===== src/rtl/seg_display_driver.sv =====
// Eight-digit multiplexed common-anode seven-segment driver: sequential double-dabble
// binary-to-BCD conversion, leading-zero blanking, a mode glyph and a blinking edit cursor.
module seg_display_driver #(
  parameter int SCAN_DIV  = 100000,
  parameter int BLINK_DIV = 25000000
) (
  input  logic        clk,
  input  logic        rst,
  input  logic [19:0] display_value,
  input  logic [3:0]  display_mode,
  input  logic [2:0]  cursor,
  output logic [6:0]  seg,
  output logic        dp,
  output logic [7:0]  an,
  output logic        busy
);

  localparam int SCAN_W  = (SCAN_DIV > 1) ? $clog2(SCAN_DIV) : 1;
  localparam int BLINK_W = (BLINK_DIV > 1) ? $clog2(BLINK_DIV) : 1;
  localparam logic [SCAN_W-1:0]  SCAN_LAST  = SCAN_W'(SCAN_DIV - 1);
  localparam logic [BLINK_W-1:0] BLINK_LAST = BLINK_W'(BLINK_DIV - 1);

  localparam logic [19:0] VALUE_MAX = 20'd999999;
  localparam logic [4:0]  LAST_ITER = 5'd19;

  localparam logic [6:0] SEG_BLANK = 7'b1111111;
  localparam logic [6:0] SEG_ZERO  = 7'b1000000;

  typedef enum logic [1:0] {
    ST_IDLE   = 2'd0,
    ST_CONV   = 2'd1,
    ST_COMMIT = 2'd2
  } state_e;

  state_e            state_q, state_d;
  logic [19:0]       last_val_q, last_val_d;
  logic [43:0]       work_q, work_d;
  logic [43:0]       work_adj;
  logic [4:0]        iter_q, iter_d;
  logic [23:0]       bcd_disp_q, bcd_disp_d;

  logic [SCAN_W-1:0]  scan_cnt_q, scan_cnt_d;
  logic [BLINK_W-1:0] blink_cnt_q, blink_cnt_d;
  logic [2:0]         idx_q, idx_d;
  logic               blink_ph_q, blink_ph_d;

  logic [6:0] seg_q, seg_d;
  logic       dp_q, dp_d;
  logic [7:0] an_q, an_d;

  logic [7:0] lz_blank;
  logic [3:0] cur_nib;
  logic       cursor_en;
  logic       cur_hit;

  function automatic logic [6:0] digit_glyph(input logic [3:0] nib);
    logic [6:0] g;
    case (nib)
      4'd0:    g = 7'b1000000;
      4'd1:    g = 7'b1111001;
      4'd2:    g = 7'b0100100;
      4'd3:    g = 7'b0110000;
      4'd4:    g = 7'b0011001;
      4'd5:    g = 7'b0010010;
      4'd6:    g = 7'b0000010;
      4'd7:    g = 7'b1111000;
      4'd8:    g = 7'b0000000;
      4'd9:    g = 7'b0010000;
      default: g = 7'b1111111;
    endcase
    return g;
  endfunction

  function automatic logic [6:0] mode_glyph(input logic [3:0] mode);
    logic [6:0] g;
    case (mode)
      4'd0:    g = 7'b0001110;  // F
      4'd1:    g = 7'b0001100;  // P
      4'd2:    g = 7'b0100001;  // d
      4'd3:    g = 7'b0101111;  // r
      4'd4:    g = 7'b0010010;  // S
      4'd5:    g = 7'b0001001;  // H
      4'd6:    g = 7'b1000110;  // C
      default: g = 7'b0111111;  // '-'
    endcase
    return g;
  endfunction

  // Double-dabble correction: every BCD nibble of 5 or more gets +3 before the shift.
  always_comb begin
    work_adj = work_q;
    for (int k = 0; k < 6; k++) begin
      if (work_q[20 + 4*k +: 4] >= 4'd5) begin
        work_adj[20 + 4*k +: 4] = work_q[20 + 4*k +: 4] + 4'd3;
      end
    end
  end

  always_comb begin
    state_d    = state_q;
    last_val_d = last_val_q;
    work_d     = work_q;
    iter_d     = iter_q;
    bcd_disp_d = bcd_disp_q;
    case (state_q)
      ST_IDLE: begin
        if (display_value != last_val_q) begin
          last_val_d = display_value;
          work_d     = {24'd0, (display_value > VALUE_MAX) ? VALUE_MAX : display_value};
          iter_d     = 5'd0;
          state_d    = ST_CONV;
        end
      end
      ST_CONV: begin
        work_d = {work_adj[42:0], 1'b0};
        iter_d = iter_q + 5'd1;
        if (iter_q == LAST_ITER) begin
          state_d = ST_COMMIT;
        end
      end
      ST_COMMIT: begin
        // All six nibbles land together so the scan never shows a half-updated value.
        bcd_disp_d = work_q[43:20];
        state_d    = ST_IDLE;
      end
      default: begin
        state_d = ST_IDLE;
      end
    endcase
  end

  always_ff @(posedge clk or posedge rst) begin
    if (rst) begin
      state_q    <= ST_IDLE;
      last_val_q <= 20'd0;
      work_q     <= 44'd0;
      iter_q     <= 5'd0;
      bcd_disp_q <= 24'd0;
    end else begin
      state_q    <= state_d;
      last_val_q <= last_val_d;
      work_q     <= work_d;
      iter_q     <= iter_d;
      bcd_disp_q <= bcd_disp_d;
    end
  end

  assign busy = (state_q != ST_IDLE);

  always_comb begin
    scan_cnt_d  = scan_cnt_q + SCAN_W'(1);
    idx_d       = idx_q;
    blink_cnt_d = blink_cnt_q + BLINK_W'(1);
    blink_ph_d  = blink_ph_q;
    if (scan_cnt_q == SCAN_LAST) begin
      scan_cnt_d = '0;
      idx_d      = idx_q + 3'd1;
    end
    if (blink_cnt_q == BLINK_LAST) begin
      blink_cnt_d = '0;
      blink_ph_d  = ~blink_ph_q;
    end
  end

  always_ff @(posedge clk or posedge rst) begin
    if (rst) begin
      scan_cnt_q  <= '0;
      idx_q       <= 3'd0;
      blink_cnt_q <= '0;
      blink_ph_q  <= 1'b1;
    end else begin
      scan_cnt_q  <= scan_cnt_d;
      idx_q       <= idx_d;
      blink_cnt_q <= blink_cnt_d;
      blink_ph_q  <= blink_ph_d;
    end
  end

  // lz_blank[k]: nibbles k..5 are all zero; digit 0 and digits 6/7 never use it.
  always_comb begin
    lz_blank    = 8'd0;
    lz_blank[5] = (bcd_disp_q[23:20] == 4'd0);
    for (int k = 4; k >= 1; k--) begin
      lz_blank[k] = lz_blank[k+1] && (bcd_disp_q[4*k +: 4] == 4'd0);
    end
  end

  always_comb begin
    case (idx_q)
      3'd0:    cur_nib = bcd_disp_q[3:0];
      3'd1:    cur_nib = bcd_disp_q[7:4];
      3'd2:    cur_nib = bcd_disp_q[11:8];
      3'd3:    cur_nib = bcd_disp_q[15:12];
      3'd4:    cur_nib = bcd_disp_q[19:16];
      3'd5:    cur_nib = bcd_disp_q[23:20];
      default: cur_nib = 4'd0;
    endcase
  end

  assign cursor_en = (display_mode < 4'd6) && (cursor < 3'd3);
  assign cur_hit   = cursor_en && (idx_q == cursor);

  always_comb begin
    seg_d = SEG_BLANK;
    dp_d  = 1'b1;
    an_d  = ~(8'd1 << idx_q);
    if (idx_q == 3'd7) begin
      seg_d = mode_glyph(display_mode);
    end else if (idx_q != 3'd6) begin
      if (lz_blank[idx_q] && !cur_hit) begin
        seg_d = SEG_BLANK;
      end else begin
        seg_d = digit_glyph(cur_nib);
      end
    end
    if (cur_hit) begin
      dp_d = 1'b0;
      if (!blink_ph_q) begin
        seg_d = SEG_BLANK;
      end
    end
  end

  always_ff @(posedge clk or posedge rst) begin
    if (rst) begin
      seg_q <= SEG_ZERO;
      dp_q  <= 1'b1;
      an_q  <= 8'b1111_1110;
    end else begin
      seg_q <= seg_d;
      dp_q  <= dp_d;
      an_q  <= an_d;
    end
  end

  assign seg = seg_q;
  assign dp  = dp_q;
  assign an  = an_q;

endmodule


===== config.mk =====
export PLATFORM = sky130hd
export DESIGN_NAME = seg_display_driver
export DESIGN_NICKNAME = d
export VERILOG_FILES = /design/src/rtl/seg_display_driver.sv
export SDC_FILE = /design/constraint.sdc
export NUM_CORES = 1
export LEC_CHECK = 0
export BUFFER_PORTS_ARGS = -buffer_cell sky130_fd_sc_hd__buf_2
export CORE_ASPECT_RATIO = 1.2
export CORE_MARGIN = 4
export CORE_UTILIZATION = 55
export DETAILED_ROUTE_END_ITERATION = 8
export PLACE_DENSITY = 0.73
export REMOVE_ABC_BUFFERS = 1
export SYNTH_ARGS = -nofsm -noshare
export SYNTH_HDL_FRONTEND = slang
export SYNTH_SLANG_ARGS = --single-unit

===== constraint.sdc =====
create_clock -name clk -period 6 [get_ports clk]
set_clock_uncertainty 0.15 [all_clocks]
set_input_delay 0.3 -clock clk [delete_from_list [all_inputs] [get_ports clk]]
set_output_delay 0.3 -clock clk [all_outputs]
set_load 0.05 [all_outputs]

==> results of run 1 <==
[stage by stage]
step           util [%]  hold slack, ns  power (mW)  std cells  cell area (µm²)
2_1_floorplan         -           0.255        2.55        745             7630
3_3_place_gp       58.8           0.310        2.83        967             8130
3_5_place_dp       58.8           0.327        2.91        967             8130
4_1_cts            64.6          0.0506        4.03       1019             8930
5_1_grt            64.6          0.0751        4.28       1019             8930
6_report           64.6          0.0642        4.00       1019             8930
[critical path, delay by kind of cell (launching register included)]
kind	cells	cell delay [ns]
and+or+nand+nor	2	0.18
adders and majority gates	2	0.57
AOI/OAI and AO/OA	3	0.88
DFF	1	0.71
buffers and inverters	2	0.39
[synthesized netlist by cell type (all sizes together), types with 5 or more instances]
cell and number:
nor2b 6, nand2 108, a221o 13, nor4 15, nand2b 11, clkbuf 18, xnor2 26, nor3b 5
inv 30, o21ai 58, dfrtp 147, mux2i 7, nand4 12, mux2 19, ha 26, dfstp 10
a21oi 23, nor3 8, xor2 44, nand3 54, and3 8, and2 8, nor2 67, buf 13
[layer usage]
| metal | GRT usage, % | share of wire [%] | up-vias |
|---|---|---|---|
| li1 | - | - | 2806 |
| met1 | 26.1 | 43 | 2821 |
| met2 | 34.0 | 51 | 112 |
| met3 | 4.68 | 3.8 | 26 |
| met4 | 7.73 | 2.1 | 0 |
| met5 | 0 | 0 | - |
[sequential cells by signal, indices dropped and copies added, names as in the netlist, 2 cells and up]
| register | cells |
|---|---|
| work_q | 44 |
| blink_cnt_q | 25 |
| bcd_disp_q | 24 |
| last_val_q | 20 |
| scan_cnt_q | 17 |
| an | 8 |
| seg | 7 |
| iter_q | 5 |
| idx_q | 3 |
| state_q | 2 |
[kinds of logic after synthesis]
kind of cell,after synthesis
AO/OA/AOI/OAI,126
adder cells (fa/ha/maj),26
buffers and inverters,61
flip-flops,157
XOR/XNOR,70
AND/OR/NAND/NOR,310
multiplexers,26
[power breakdown]
group          switching (mW)  internal, mW
clock                   0.410         0.686
combinational           0.785         0.523
sequential              0.227          1.37
total                    1.42          2.58
[worst paths after layout]
kind | startpoint | end | slack [ns] | cells after the start
max | idx_q[2] | seg[5] | 2.96 | 9
min | display_mode[1] | seg[5] | 0.06 | 3
max reg2reg | idx_q[2] | seg[5] | 2.96 | 9
min reg2reg | work_q[19] | work_q[20] | 0.33 | 2
max in group asynchronous | rst | idx_q[2] | 3.88 | 4
min in group asynchronous | rst | blink_cnt_q[17] | 0.40 | 3
[area by class of cell]
cell class / count / area [µm²]
Timing Repair Buffer: 71 / 470
Sequential cell: 157 / 3940
Fill cell: 1104 / 4890
Tap cell: 171 / 214
Multi-Input combinational cell: 558 / 3590
Inverter: 30 / 118
Clock inverter: 7 / 115
Clock buffer: 25 / 485
==> impl_metrics.py, run 1 <==
metrics = {
    "floorplan": {
        "rows": 47,
        "core_um2": 13800,
        "num_io_pins": 46,
        "dieArea_um2": 16200,
        "start_util_pct": 56.4,
        "die_y_um": 138,
        "die_w_um": 117,
    },
    "finish": {
        "drive_above_1_share_pct": 14.2,
        "final_cell_mix": "dfrtp_1, nand2_1, nor2_1",
        "syn2layout_area_growth_pct": 14.6,
        "layout_commonest_cell": "dfrtp_1",
        "antenna_cells": 0,
        "finalNetCount": 890,
    },
    "sta": {
        "rsz0062_at_grt": "false",
        "min_period_over_period_pct": 50.6,
        "fmax_mhz": 329,
        "post-route-min-period_ns": 3.04,
        "fin_ws_ns": 2.96,
        "finalSetupViolCount": 0,
        "fin_tns_setup_ns": 0,
        "worst-slew-pin-transition_ns": 0.957,
        "slew_viol_final": 0,
        "max-slew-margin-rel_pct": 36.2,
        "final_hold_viol_count": 0,
    },
    "synthesis": {
        "synth_area_leaders": "dfrtp_1, nand2_1, xor2_1",
        "syn-cell-area_um2": 7800,
        "synth_edf_count": 0,
        "synthArstFlopShare_pct": 100,
        "synth_cell_type_count": 60,
        "yosys-mux-area-fraction_pct": 3.69,
        "syn_avg_cell_area_um2": 10.0,
        "ys_seq_area_share_pct": 50.6,
        "synthAdderAreaFrac_pct": 4.17,
        "synth-warning-count": 0,
        "syn_inst": 776,
        "synth.top_cell.area_share_pct": 47.2,
        "synth_top_family_by_area": "simple AND/OR/NAND/NOR gates",
        "yosys.area.top_type": "dfrtp_1",
        "synth_xor_area_share_pct": 7.86,
        "yosys.area_share.simple_pct": 19.2,
        "synth_compound_area_share_pct": 11.0,
        "synth_seq_cells": 157,
        "ys.flop_type": "dfrtp_1",
    },
    "drt": {
        "drt_first_pass_iters": 4,
        "drt_iter0_markers": 331,
        "wire_per_inst_um": 15.3,
        "vias_per_cell": 5.66,
        "ant_nets": 0,
        "totalWireLength_um": 15600,
        "route.detailed.drc": 0,
        "via_count": 5765,
    },
    "global_route": {
        "grt-ovfl-total": 0,
        "first_global_vias": 5718,
        "grt_max_degree": 80,
        "grtUsageTotal_pct": 20.5,
        "antenna_found_initial": 0,
        "grt_first_pass_wirelength_um": 26700,
    },
    "power": {
        "p_leak_nw": 4.09,
        "ir_worst_vdd_v": 0.000356,
        "p_per_area_nw_per_um2": 448,
    },
    "clocking": {
        "htreeDepth": 4,
        "cts.clk_slew.worst_paths_ns": 0.06,
        "cts_tree": "built",
        "cts_root_buf": "clkbuf_16",
        "ctsResizeCount": 0,
        "postCtsSetupBuffers": 0,
        "numCtsBuffers": 17,
        "clock_path_buffers": 2,
        "cts.hold.buffers_added": 20,
        "clock_latency_ns": 0.43,
        "clkSinkCount": 157,
    },
    "place": {
        "post-dp-hpwl_um": 10600,
        "routabilityCongestion": 0.848,
        "pre_cts_slack_ns": 3.01,
        "port_buffers": 45,
    },
    "run": {
        "drv_cap": 0,
    },
    "worst_setup_path": {
        "cp_cell_sequence": "inv_1 > ha_1 > a222oi_1 > a21boi_1 > inv_1 > ha_1 > nor2_1 > nor3b_1 > a2bb2oi_1",
        "critPathRequiredTime_ns": 6.13,
        "end_kind": "flop",
        "worst_path_max_delay_cell": "dfrtp_1",
        "arrival_ns": 3.17,
        "max_stage_delay_ns": 0.71,
        "critPathLaunchType": "flop",
        "crit_fanout": 17,
        "crit_type": "reg -> reg",
    },
    "run_status": {
        "status": "completed",
    },
    "min_path": {
        "hold_path_class": "in -> reg",
    },
}
Note: power is estimated with default switching activity, not from simulation.
==> inputs of run 2 (changes only) <==
ABC_AREA = 1   (was default)
clock period = 3 ns   (was 6 ns; I/O delays follow)
==> impl_metrics.py, run 2 <==
metrics = {
    "global_route": {
        "antenna_found_initial": 0,
        "grtUsageTotal_pct": 21.7,
        "grt_first_pass_wirelength_um": 31800,
        "grt-ovfl-total": 0,
        "grt_max_degree": 85,
        "first_global_vias": 7121,
    },
    "clocking": {
        "ctsResizeCount": 0,
        "htreeDepth": 4,
        "clock_path_buffers": 2,
        "clkSinkCount": 157,
        "cts_tree": "built",
        "numCtsBuffers": 17,
        "clock_latency_ns": 0.42,
        "cts.hold.buffers_added": 26,
        "postCtsSetupBuffers": 0,
        "cts_root_buf": "clkbuf_16",
        "cts.clk_slew.worst_paths_ns": 0.06,
    },
    "synthesis": {
        "ys.flop_type": "dfrtp_1",
        "synth_common_cells": "nand2_1, dfrtp_1, inv_1",
        "syn_avg_cell_area_um2": 7.59,
        "synth_seq_cells": 157,
        "synthArstFlopShare_pct": 100,
        "yosysMostFrequentCell": "nand2_1",
        "synth.top_cell.area_share_pct": 42.4,
        "ys_seq_area_share_pct": 45.4,
        "synth_cell_type_count": 40,
        "synth_edf_count": 0,
        "synth_area_leaders": "dfrtp_1, nand2_1, nand3_1",
        "syn-cell-area_um2": 8690,
        "yosys.area.top_type": "dfrtp_1",
        "syn_inst": 1145,
        "synth-warning-count": 0,
    },
    "sta": {
        "post-route-min-period_ns": 2.78,
        "finalSetupViolCount": 0,
        "final_hold_viol_count": 0,
        "fmax_mhz": 359,
        "worst-slew-pin-transition_ns": 0.753,
        "min_period_over_period_pct": 92.7,
        "max-slew-margin-rel_pct": 49.8,
        "rsz0062_at_grt": "false",
        "slew_viol_final": 0,
    },
    "worst_setup_path": {
        "crit_fanout": 13,
        "worst_path_max_delay_cell": "dlygate4sd3_1",
        "critPathLaunchType": "flop",
        "r2r_cells": 11,
        "crit_type": "reg -> reg",
        "regToRegStartpoint": "idx_q[2]",
        "arrival_ns": 3.00,
        "critPathRequiredTime_ns": 3.22,
        "max_stage_delay_ns": 0.59,
        "reg2reg_to": "seg[6]",
        "cp_cell_sequence": "buf_4 > nor2_1 > nand2_1 > dlygate4sd3_1 > nor2_1 > nand2_1 > or2_2 > o41ai_1 > dlygate4sd3_1 > inv_1 > nand2_1",
        "end_kind": "flop",
        "cpMostUsedCell": "nand2_1",
        "rrSetupSlack_ns": 0.22,
        "crit_start": "idx_q[2]",
    },
    "finish": {
        "top_regs": "work_q (44), blink_cnt_q (25), bcd_disp_q (24)",
        "fillers": 1313,
        "syn2layout_area_growth_pct": 14.9,
        "antenna_cells": 0,
        "drive_above_1_share_pct": 9.77,
        "fin_cells": 1436,
        "final_cell_mix": "nand2_1, dfrtp_1, inv_1",
        "finalNetCount": 1270,
        "largest_reg_flops": 44,
        "largest_register": "work_q",
        "layout_commonest_cell": "nand2_1",
        "postLayoutCoreUtil_pct": 64.1,
    },
    "drt": {
        "vias_per_cell": 5.17,
        "totalWireLength_um": 18300,
        "wire_per_inst_um": 12.7,
        "route.detailed.drc": 0,
        "ant_nets": 0,
        "via_count": 7422,
        "drt_first_pass_iters": 5,
        "drt_iter0_markers": 481,
    },
    "power": {
        "p_per_area_nw_per_um2": 858,
        "ir_worst_vdd_v": 0.000544,
        "p_leak_nw": 5.14,
        "intPower_mw": 5.32,
        "pwr-share-seq_pct": 38.6,
        "power.switching_mw": 3.25,
        "sw_frac_of_total_pct": 37.9,
        "clkPwrFrac_pct": 26.1,
        "share_comb_of_total_power_pct": 35.4,
    },
    "run": {
        "drv_cap": 0,
    },
    "floorplan": {
        "dieArea_um2": 17900,
        "die_w_um": 123,
        "num_io_pins": 46,
        "rows": 50,
        "die_y_um": 146,
        "core_um2": 15600,
        "start_util_pct": 55.8,
    },
    "run_status": {
        "status": "completed",
    },
    "place": {
        "post-dp-hpwl_um": 12900,
        "port_buffers": 45,
        "routabilityCongestion": 0.912,
        "dpl.cell_count": 1378,
    },
    "min_path": {
        "min-delay-start": "display_mode[1]",
        "hold_path_class": "in -> reg",
        "hold_end": "seg[1]",
        "min_path_cells": 5,
    },
}
[run 2: kinds of logic after synthesis]
kind of cell / share of synthesized area [%]
flip-flops: 45.4
adder cells (fa/ha/maj): 3.75
AO/OA/AOI/OAI: 8.73
XOR/XNOR: 3.83
AND/OR/NAND/NOR: 29.5
buffers and inverters: 8.79
[run 2: power groups by stage]
| stage | Combinational, mW | Clock, mW | Sequential (mW) |
|---|---|---|---|
| 2_1_floorplan | 2.20 | 0 | 3.37 |
| 3_3_place_gp | 2.94 | 0 | 3.32 |
| 3_5_place_dp | 3.03 | 0 | 3.32 |
| 4_1_cts | 3.07 | 2.28 | 3.30 |
| 5_1_grt | 3.57 | 2.37 | 3.39 |
| 6_report | 3.03 | 2.23 | 3.30 |
[run 2: final cells by class]
| cell class | instances | area [µm²] | area share, % |
|---|---|---|---|
| Inverter | 153 | 579 | 5.80 |
| Tap cell | 208 | 260 | 2.61 |
| Timing Repair Buffer | 86 | 611 | 6.12 |
| Clock inverter | 10 | 165 | 1.65 |
| Clock buffer | 22 | 444 | 4.45 |
| Multi-Input combinational cell | 800 | 3980 | 39.9 |
| Sequential cell | 157 | 3940 | 39.5 |
[run 2: worst max-delay path by stage]
| stage | endpoint | slack (ns) | depth (start not counted) |
|---|---|---|---|
| floorplan | an[0] | -1.52 | 1 |
| global placement | seg[0] | 0.47 | 12 |
| detailed placement | seg[3] | 0.37 | 12 |
| CTS | seg[6] | 0.23 | 11 |
| global route | seg[6] | 0.09 | 11 |
| finish | seg[6] | 0.22 | 11 |
[run 2: stage by stage]
step                      setup WS (ns)  hold WS (ns)  power [mW]  TNS, ns  area (µm²)
after global placement            0.470         0.201        6.25        0        9110
after CTS                         0.231       0.00473        8.65        0        9980
final                             0.218        0.0164        8.57        0        9980
after detailed placement          0.375         0.198        6.36        0        9110
after floorplan                   -1.52         0.142        5.58  -226.78        8500
after global routing             0.0940        0.0489        9.33        0        9980
[run 2: routing by layer]
| layer | global-route usage [%] | vias up | wire length, µm |
|---|---|---|---|
| met4 | 6.83 | 0 | 293 |
| met2 | 36.5 | 148 | 9150 |
| met1 | 28.1 | 3452 | 8200 |
| met3 | 4.35 | 29 | 627 |
| met5 | 0 | - | 0 |
| li1 | - | 3793 | - |
[run 2: worst max-delay path, delay by kind of cell, from the launching register on]
family                 cells  cell delay [ns]
AND/OR/NAND/NOR            6             0.74
flip-flops                 1             0.40
buffers and inverters      4             1.36
AO/OA/AOI/OAI              1             0.07
